`src/rtl/id_ex_stage.sv`:
```
// ID/EX pipeline register: captures decoded operands/control into EX, inserts load-use and flush bubbles.
// Latency: 1 cycle ID->EX; load_use_stall and the WB->ID operand bypass are combinational.
// Backpressure: stall_mem freezes all EX state; load_use_stall asks PC/IF-ID to hold while a bubble enters EX.
//
// Optional feature macro: ID_EX_PERF_CNT_EN adds the CNT_W parameter and the bubble_cnt/flush_cnt ports.
//
// Ports:
//   clk, rst_n                      clock (rising edge), async active-low reset
//   stall_mem, flush                global freeze, branch/jump kill of the ID instruction
//   id_*                            decoded instruction in ID (valid, indices, operands, imm, pc, ctrl)
//   wb_regwrite, wb_rd, wb_data     register-file write happening this cycle (bypassed into ID)
//   load_use_stall                  combinational hazard request to upstream
//   ex_*                            registered instruction presented to EX
//   bubble_cnt, flush_cnt           saturating perf counters (macro builds only)
module id_ex_stage #(
  parameter int XLEN   = 32,
  parameter int CTRL_W = 10
`ifdef ID_EX_PERF_CNT_EN
  , parameter int CNT_W = 16
`endif
) (
  input  logic              clk,
  input  logic              rst_n,
  input  logic              stall_mem,
  input  logic              flush,
  input  logic              id_valid,
  input  logic [4:0]        id_rs1,
  input  logic [4:0]        id_rs2,
  input  logic              id_use_rs1,
  input  logic              id_use_rs2,
  input  logic [4:0]        id_rd,
  input  logic [XLEN-1:0]   id_rs1_data,
  input  logic [XLEN-1:0]   id_rs2_data,
  input  logic [XLEN-1:0]   id_imm,
  input  logic [XLEN-1:0]   id_pc,
  input  logic [CTRL_W-1:0] id_ctrl,
  input  logic              wb_regwrite,
  input  logic [4:0]        wb_rd,
  input  logic [XLEN-1:0]   wb_data,
  output logic              load_use_stall,
  output logic              ex_valid,
  output logic [4:0]        ex_rs1,
  output logic [4:0]        ex_rs2,
  output logic [4:0]        ex_rd,
  output logic [XLEN-1:0]   ex_rs1_data,
  output logic [XLEN-1:0]   ex_rs2_data,
  output logic [XLEN-1:0]   ex_imm,
  output logic [XLEN-1:0]   ex_pc,
  output logic [CTRL_W-1:0] ex_ctrl
`ifdef ID_EX_PERF_CNT_EN
  , output logic [CNT_W-1:0] bubble_cnt
  , output logic [CNT_W-1:0] flush_cnt
`endif
);

  typedef struct packed {
    logic              valid;
    logic [4:0]        rs1;
    logic [4:0]        rs2;
    logic [4:0]        rd;
    logic [XLEN-1:0]   rs1_dat;
    logic [XLEN-1:0]   rs2_dat;
    logic [XLEN-1:0]   imm;
    logic [XLEN-1:0]   pc;
    logic [CTRL_W-1:0] ctrl;
  } ex_t;

  ex_t ex_q, ex_d;

  logic            rs1_hit, rs2_hit;
  logic [XLEN-1:0] rs1_byp, rs2_byp;

  // Hazard only against a real load in EX that writes a non-zero register.
  // A flushed ID instruction never needs to wait, so flush masks the request.
  assign rs1_hit = id_use_rs1 && (id_rs1 == ex_q.rd);
  assign rs2_hit = id_use_rs2 && (id_rs2 == ex_q.rd);
  assign load_use_stall = !flush && id_valid && ex_q.valid && ex_q.ctrl[1] &&
                          (ex_q.rd != 5'd0) && (rs1_hit || rs2_hit);

  // The register file is written at the end of this cycle, so its read port
  // still shows the old value; take the WB data directly. x0 stays zero.
  assign rs1_byp = (wb_regwrite && (wb_rd != 5'd0) && (wb_rd == id_rs1)) ? wb_data : id_rs1_data;
  assign rs2_byp = (wb_regwrite && (wb_rd != 5'd0) && (wb_rd == id_rs2)) ? wb_data : id_rs2_data;

  always_comb begin
    ex_d = ex_q;
    if (!stall_mem) begin
      if (flush || load_use_stall) begin
        // Bubble: all-zero so regwrite/memread/memwrite and rd are cleared.
        ex_d = '0;
      end else begin
        ex_d.valid   = id_valid;
        ex_d.rs1     = id_rs1;
        ex_d.rs2     = id_rs2;
        ex_d.rd      = id_valid ? id_rd : 5'd0;
        ex_d.rs1_dat = rs1_byp;
        ex_d.rs2_dat = rs2_byp;
        ex_d.imm     = id_imm;
        ex_d.pc      = id_pc;
        ex_d.ctrl    = id_valid ? id_ctrl : '0;
      end
    end
  end

  always_ff @(posedge clk or negedge rst_n) begin
    if (!rst_n) begin
      ex_q <= '0;
    end else begin
      ex_q <= ex_d;
    end
  end

  assign ex_valid    = ex_q.valid;
  assign ex_rs1      = ex_q.rs1;
  assign ex_rs2      = ex_q.rs2;
  assign ex_rd       = ex_q.rd;
  assign ex_rs1_data = ex_q.rs1_dat;
  assign ex_rs2_data = ex_q.rs2_dat;
  assign ex_imm      = ex_q.imm;
  assign ex_pc       = ex_q.pc;
  assign ex_ctrl     = ex_q.ctrl;

`ifdef ID_EX_PERF_CNT_EN
  localparam logic [CNT_W-1:0] CNT_ONE = {{(CNT_W-1){1'b0}}, 1'b1};

  logic [CNT_W-1:0] bubble_cnt_q, flush_cnt_q;
  logic             bubble_evt, flush_evt;

  // load_use_stall is already masked by flush, so the two events are exclusive.
  assign bubble_evt = !stall_mem && load_use_stall;
  assign flush_evt  = !stall_mem && flush;

  always_ff @(posedge clk or negedge rst_n) begin
    if (!rst_n) begin
      bubble_cnt_q <= '0;
      flush_cnt_q  <= '0;
    end else begin
      if (bubble_evt && (bubble_cnt_q != '1)) bubble_cnt_q <= bubble_cnt_q + CNT_ONE;
      if (flush_evt && (flush_cnt_q != '1))   flush_cnt_q  <= flush_cnt_q + CNT_ONE;
    end
  end

  assign bubble_cnt = bubble_cnt_q;
  assign flush_cnt  = flush_cnt_q;
`endif

endmodule

```
`config.mk`:
```
export PLATFORM = sky130hd
export DESIGN_NAME = id_ex_stage
export DESIGN_NICKNAME = d
export VERILOG_FILES = /design/src/rtl/id_ex_stage.sv
export SDC_FILE = /design/constraint.sdc
export NUM_CORES = 1
export LEC_CHECK = 0
export ABC_AREA = 1
export ABC_CLOCK_PERIOD_IN_PS = 1400
export BUFFER_PORTS_ARGS = -buffer_cell sky130_fd_sc_hd__buf_2
export CORE_MARGIN = 3
export CORE_UTILIZATION = 42
export CTS_CLUSTER_DIAMETER = 30
export CTS_CLUSTER_SIZE = 10
export DETAILED_ROUTE_END_ITERATION = 6
export PLACE_DENSITY_LB_ADDON = 0.2
export SETUP_SLACK_MARGIN = 0.1
export SLEW_MARGIN = 10
export SYNTH_ARGS = -nofsm -noshare
export SYNTH_HDL_FRONTEND = slang
export SYNTH_SLANG_ARGS = --single-unit
```
`constraint.sdc`:
```
create_clock -name clk -period 1.4 [get_ports clk]
set_input_delay 0.14 -clock clk [delete_from_list [all_inputs] [get_ports clk]]
set_output_delay 0.14 -clock clk [all_outputs]
set_load 0.005 [all_outputs]
```
Yosys cells after proc, flatten, opt, wreduce, memory -nomap -nowiden

Cells that the tools add are included.

Equality and inequality tests: 4
Mux-type cells: 5
Reductions and logical operators: 15

Operator list:

| kind                | number |
|---|---|
| 154-bit two-way mux | 1 |
| 32-bit two-way mux  | 2 |
| 5-bit equality test | 4 |
| 1-bit logical AND   | 10 |
| 10-bit two-way mux  | 1 |
| 5-bit nonzero test  | 2 |
| 5-bit two-way mux   | 1 |
| 1-bit logical OR    | 2 |
| 1-bit logical NOT   | 1 |

Register bits after elaboration: 154
Input port bits: 198
Output and inout port bits: 155
Word-level logic and storage cells: 33

Longest topological paths before layout

Gate-level depths: netlist (run 1).

Depth after elaboration: 8
Depth in mapped cells: 12
Gate-level depth less buffers: 11

Worst setup path before layout (run 1)

OpenSTA, ideal clock, no wires.

Kind: register to register
From: register ex_q (netlist bit ex_rd[3])
To: register ex_q (netlist bit ex_ctrl[6])
Setup time: 0.066 ns
Data arrival time: 1.462 ns
Data required time: 1.334 ns
Setup slack: -0.127 ns
Cell stages (with the launch flop): 10
Path buffers: 2
Period minus slack after synthesis: 1.527 ns
Cells stage by stage: dfrtp_1 -> nor3_1 -> nand3_1 -> nand2_1 -> inv_2 -> a21oi_4 -> buf_4 -> buf_2 -> nand2_1 -> nand2_1

Longest elaborated chain between the ends: 6

RTL lines:

| item                                   | RTL line | text |
|---|---|---|
| start: declaration                     | 68       | `ex_t ex_q, ex_d;` |
| start signal: assignment               | 107      | `ex_q <= '0;` |
| start signal: assignment               | 109      | `ex_q <= ex_d;` |
| 5-bit equality test (on tied branches) | 75, 76   |  |
| 1-bit logical AND (on tied branches)   | 75, 76   |  |
| 1-bit logical OR                       | 78       | `(ex_q.rd != 5'd0) && (rs1_hit \|\| rs2_hit);` |
| 1-bit logical AND *                    | 78       |  |
| 1-bit logical OR *                     | 88       | `if (flush \|\| load_use_stall) begin` |
| 154-bit two-way mux *                  | 88       |  |

Every way passes the cells marked *; elsewhere a longest branch is shown, timed or not.
A chain may end at the register's enable or synchronous reset.

Final worst setup path (run 1)

From: register ex_q (netlist bit ex_rd[4])
To: register ex_q (netlist bit ex_pc[7])

Same word-level chain as after synthesis.

==> results of run 1 <==
stage by stage:
| step | std cells | total power [mW] | instance area, sq um | worst slack (ns) |
|---|---|---|---|---|
| after floorplan | 992 | 5.78 | 7270 | -0.0561 |
| after detailed placement | 1547 | 6.88 | 9520 | -0.232 |
| after CTS | 1673 | 12.0 | 11200 | -0.370 |
| after global placement | 1547 | 6.86 | 9520 | -0.201 |
| final | 1676 | 12.0 | 11200 | -0.336 |
| after global routing | 1676 | 12.5 | 11200 | -0.444 |
path summary, 6_finish.rpt:
kind / start / to / cells after the start / slack (ns)
min: id_rs2_data[21] / ex_rs2_data[21] / 5 / 0.01
max in group asynchronous: rst_n / ex_pc[14] / 3 / 0.62
min reg2reg: ex_rs2_data[16] / ex_rs2_data[16] / 2 / 0.47
min in group asynchronous: rst_n / ex_imm[0] / 2 / 0.16
max: ex_rd[4] / ex_pc[7] / 11 / -0.34
max reg2reg: ex_rd[4] / ex_pc[7] / 11 / -0.34
critical path, stage by stage (launching register included):
cell and delay [ns]:
dfrtp_2 0.44, buf_6 0.13, nor3_2 0.10, nand3_1 0.12, nand2_2 0.11, inv_2 0.05, a21oi_4 0.20, buf_6 0.16
buf_12 0.11, clkbuf_16 0.15, nand2_1 0.06, nand2_1 0.05
what timing repair did:
action,in CTS,in global routing
hold buffers,88,0
pin swaps,1,2
setup buffers,6,0
endpoints found under the hold margin,241,0
resized for setup,7,9
gates cloned,2,2
setup endpoints to repair,155,156
final cells by class:
cell class                 instances  area share, %
antenna                            1         0.0223
clock buffer                      17           3.79
clock inverter                    13           1.74
inverter                          37           1.24
multi-input combinational        744           26.9
sequential                       154           34.3
tap                              220           2.45
timing repair buffer             490           29.6
metal layers:
| layer | track usage (%) | vias to the layer above | wire length, microns |
|---|---|---|---|
| li1 | - | 3935 | - |
| met1 | 33.6 | 3665 | 10700 |
| met2 | 45.9 | 360 | 12700 |
| met3 | 7.72 | 45 | 2270 |
| met4 | 9.65 | 4 | 593 |
| met5 | 0 | - | 27 |
kinds of logic after synthesis:
family | after synthesis | share of synthesized area [%]
simple gates | 735 | 40.2
flops | 154 | 53.4
buf+inv | 94 | 5.24
xor+xnor | 7 | 0.850
compound gates | 2 | 0.295
placed cells by master (no fill, tap or decap):
master / instances
nand2_1: 643
buf_2: 349
dfrtp_1: 152
dlygate4sd3_1: 88
nand3_1: 38
nand4_1: 33
inv_1: 30
buf_4: 28
clkbuf_16: 19
buf_12: 16
nor2_1: 11
inv_2: 7
buf_6: 5
xnor2_1: 4
bufinv_16: 4
nand2_2: 3
nor2_2: 3
xor2_1: 3
clkinv_4: 3
a21oi_4: 2
inv_6: 2
clkinvlp_4: 2
buf_16: 2
dfrtp_2: 2
diode_2: 1
nand3_2: 1
nor3_2: 1
nor3b_1: 1
or2_2: 1
clkinv_2: 1
inv_8: 1
power by group:
group          total, mW  internal (mW)  switching, mW  leakage (nW)
Sequential          4.99           4.79          0.196          2.01
Clock               4.90           2.99           1.91         0.298
Combinational       2.11           1.01           1.10          4.50
sequential cells by signal, summed over array words and instances, names as in the netlist:
| register | flops |
|---|---|
| ex_ctrl | 10 |
| ex_rs2 | 5 |
| ex_rs1 | 5 |
| ex_rs1_data | 32 |
| ex_valid | 1 |
| ex_pc | 32 |
| ex_imm | 32 |
| ex_rs2_data | 32 |
| ex_rd | 5 |
==> reports/metrics.cfg, run 1 <==
[run_status]
status = complete, but fails checks
violations_in_the_final_reports = setup timing

[die]
coreArea_sq_um = 16700
io_pins = 353
die_h_microns = 137
start_util_pct = 43.2
fp-row-count = 47
die_x_extent_microns = 137
dieArea_sq_um = 18800

[place]
detailed_place_hpwl_microns = 17200
port_buffers = 352
place.gp.congestion = 0.915

[setup_path]
category_of_the_worst_setup_path_launch_point = flip-flop
cp_data_arrival_time_ns = 2.09
worst_setup_path_end_kind = flip-flop
timing.setup.critical_path_class = flip-flop to flip-flop
required_ns = 1.76
worst-path-max-fanout = 8

[yosys]
yosys-top-cells-count = nand2_1 (646), dfrtp_1 (154), nand3_1 (39)
postSynth.asyncResetShare_pct = 100
synth_top_flop_cell = dfrtp_1
syn_nets = 1190
synth.most_common_cell = nand2_1
synth_sequential_area_ratio_pct = 53.4
post_synth_main_area_contributors = dfrtp_1 (53%), nand2_1 (34%), nand4_1 (2.9%)
yosys_register_bits = 154
netlist_instances = 992
synth_top_cell_area_share_pct = 53.4
synth.distinct_cells = 18
synth.largest_area_cell = dfrtp_1
ys_warn_count = 0
synth_area_sq_um = 7210
edff_count_synth = 0
synth_area_per_cell_sq_um = 7.27

[flow_run]
drv_cap = 0

[sta]
hold_slack_ns = 0.0128
final.period_utilization_pct = 124
final-hold-violation-count = 0
timing_max_transition_violations_final = 0
tightest_slew_ns = 0.833
rsz0062_at_grt = yes
slew_headroom_pct = 44.5
setup_viol = 155
timing.final.ws_setup_ns = -0.336
setup_total_negative_slack_ns = -39.83
achievable-frequency_ghz = 0.576
layout_min_cycle_time_ns = 1.74
skew_ns = 0.0101

[power_and_ir_drop]
peakVddDrop_mv = 0.829
p_leak_nw = 6.81
power_density_nw_per_um2 = 1070

[cells_and_area]
share_of_final_layout_standard_cells_stronger_than_drive_strength_1_pct = 31.1
n_fill_cell = 1399
multi_input_area_sq_um = 3020
utilization_pct = 67.2
syn2layout_area_growth_pct = 55.7
final-seq-area_sq_um = 3860
fin_nets = 1642

[drt]
initialDrtViolationCount = 427
routed_wire_length_per_instance_microns = 15.7
num_vias = 8009
detail_route.wirelength_microns = 26400
detail-route-antenna-nets = 0
avgViaCountPerCell = 4.78
drc_errors = 0
dr.pass1.iters = 5

[global_routing]
antenna_found_initial = 3
grt.total_usage_pct = 27.3
grt-ovfl-total = 0
grt_max_degree = 155
grt_pass1_wl_microns = 40200
via_count_of_the_first_global_routing_pass = 7851

[cts]
cts.htree.levels = 4
root_buffer = clkbuf_16
max-clock-path-buffers = 2
number_of_sinks_on_the_clock_net = 154
worst_skew_pair.late_latency_ns = 0.43
numCtsBuffers = 17
cts_tree = built
cts.clk_slew.worst_paths_ns = 0.06

[worst_hold_path]
hold_path.class = primary input to flip-flop

No activity file was read; power rests on OpenSTA's default activity.
==> run 2, diff against run 1 <==
- CELL_PAD_IN_SITES_DETAIL_PLACEMENT: default -> 1
- CELL_PAD_IN_SITES_GLOBAL_PLACEMENT: default -> 1
- CORE_UTILIZATION: 42 -> 28
- CTS_CLUSTER_DIAMETER: 30 -> default
==> reports/metrics.cfg, run 2 (same netlist as run 1, synthesis figures left out) <==
[sta]
timing_max_transition_violations_final = 0
slew_headroom_pct = 49.9
setup_total_negative_slack_ns = -41.17
final-hold-violation-count = 0
hold_slack_ns = 0.0132
achievable-frequency_ghz = 0.586
setup_viol = 155
timing.final.ws_setup_ns = -0.308
layout_min_cycle_time_ns = 1.71
tightest_slew_ns = 0.751
rsz0062_at_grt = yes
final.period_utilization_pct = 122
skew_ns = 0.0146

[worst_hold_path]
hold_path.startpoint = id_rs2_data[12]
worstHoldEndpoint = ex_rs2_data[12]
number_of_cells_on_the_worst_hold_path = 5
hold_path.class = primary input to flip-flop

[run_status]
violations_in_the_final_reports = setup timing
status = complete, but fails checks

[drt]
routed_wire_length_per_instance_microns = 17.7
detail-route-antenna-nets = 0
initialDrtViolationCount = 487
avgViaCountPerCell = 4.58
num_vias = 8273
drc_errors = 0
dr.pass1.iters = 4
detail_route.wirelength_microns = 32100

[power_and_ir_drop]
power_density_nw_per_um2 = 1020
peakVddDrop_mv = 0.585
p_leak_nw = 7.01

[setup_path]
worst_r2r_endpoint = ex_pc[6]
timing.setup.critical_path_class = flip-flop to output port
depth_of_the_worst_register_to_register_path = 12
cp_data_arrival_time_ns = 1.57
critical_path.startpoint = ex_rd[1]
category_of_the_worst_setup_path_launch_point = flip-flop
crit-reg2reg-launch = ex_rd[1]
internal_reg_to_reg_setup_slack_ns = -0.30
worst_setup_path_end_kind = output port
required_ns = 1.26
worst-path-max-fanout = 4

[global_routing]
grt_pass1_wl_microns = 48800
grt.total_usage_pct = 22.1
via_count_of_the_first_global_routing_pass = 8823
grt-ovfl-total = 0
antenna_found_initial = 6
grt_max_degree = 155

[die]
start_util_pct = 28.6
die_h_microns = 166
dieArea_sq_um = 27700
fp-row-count = 58
die_x_extent_microns = 166
io_pins = 353
coreArea_sq_um = 25300

[cells_and_area]
share_of_final_layout_standard_cells_stronger_than_drive_strength_1_pct = 35.0
layout.cells.most_common_list = nand2_1 (602), buf_2 (350), dfrtp_1 (151)
fin_nets = 1660
postLayoutCellArea_sq_um = 11900
syn2layout_area_growth_pct = 64.6
finish.cell_count_without_fillers = 1808
final_common_cell = nand2_1

[cts]
max-clock-path-buffers = 2
cts_tree = built
root_buffer = clkbuf_16
numCtsBuffers = 17
number_of_sinks_on_the_clock_net = 154
worst_skew_pair.late_latency_ns = 0.43
cts.clk_slew.worst_paths_ns = 0.07
cts.htree.levels = 4

[place]
placedCellCount = 1659
pre_cts_ws_ns = -0.231
placedInstanceArea_sq_um = 9720
place.gp.congestion = 0.833
port_buffers = 352
detailed_place_hpwl_microns = 20400

[flow_run]
drv_cap = 0

-- run 2: changes by cell type in the layout (fill, tap and decap cells not counted), moves of 3 or more --
| cell | previous run | this run |
|---|---|---|
| nand3_2 | 1 | 4 |
| nor2_4 | 0 | 3 |
| dlygate4sd3_1 | 88 | 93 |
| buf_16 | 2 | 6 |
| bufinv_16 | 4 | 1 |
| nand2_1 | 643 | 602 |
| nand2_2 | 3 | 40 |
| nand2_4 | 0 | 4 |
| nor2_1 | 11 | 6 |
| nand3_1 | 38 | 35 |
| clkbuf_16 | 19 | 26 |
| inv_8 | 1 | 5 |
-- run 2: metal layers --
metal / share of wire, % / track usage, % / up-vias
li1: - / - / 3984
met3: 6.3 / 5.96 / 47
met1: 42 / 27.5 / 3944
met4: 2.2 / 6.71 / 6
met5: 0.11 / 0 / -
met2: 49 / 37.7 / 292
-- run 2: what timing repair did --
item / in CTS / in global routing
cloned: 5 / 9
pin swaps: 5 / 6
resized for setup: 49 / 22
hold endpoints to repair: 224 / 0
hold buffers: 93 / 0
endpoints found under the setup margin: 157 / 159
setup buffers: 2 / 5
-- run 2: layout make-up --
cell class | instances | area (sq um)
fill | 3132 | 13400
sequential | 154 | 3860
timing repair buffer | 508 | 3680
multi-input combinational | 744 | 3180
clock buffer | 18 | 439
tap | 330 | 413
clock inverter | 14 | 150
inverter | 37 | 139
antenna | 3 | 7.51
-- run 2: metrics by stage --
stage | power [mW] | util (%)
CTS | 12.1 | 45.8
global route | 12.7 | 47.0
detailed placement | 6.98 | 38.5
finish | 12.1 | 47.0
global placement | 6.94 | 38.5
floorplan | 5.78 | -
-- run 2: how the worst max path moves through the flow --
stage,slack [ns],to
after floorplan,-0.06,ex_ctrl[0]
after global placement,-0.21,ex_imm[4]
after detailed placement,-0.23,ex_rs1_data[3]
after CTS,-0.33,load_use_stall
after global routing,-0.41,ex_rd[3]
final,-0.31,load_use_stall
-- run 2: power breakdown --
part | internal (mW) | switching, mW
combinational | 1.12 | 1.23
sequential | 4.79 | 0.199
clock | 2.58 | 2.17
-- run 2: worst max-delay path, stage by stage (launching register included) --
cell     delay, ns
dfrtp_1       0.42
inv_2         0.07
buf_4         0.13
nand3_1       0.08
nand2_2       0.07
buf_4         0.14
a21oi_4       0.11
buf_2         0.13
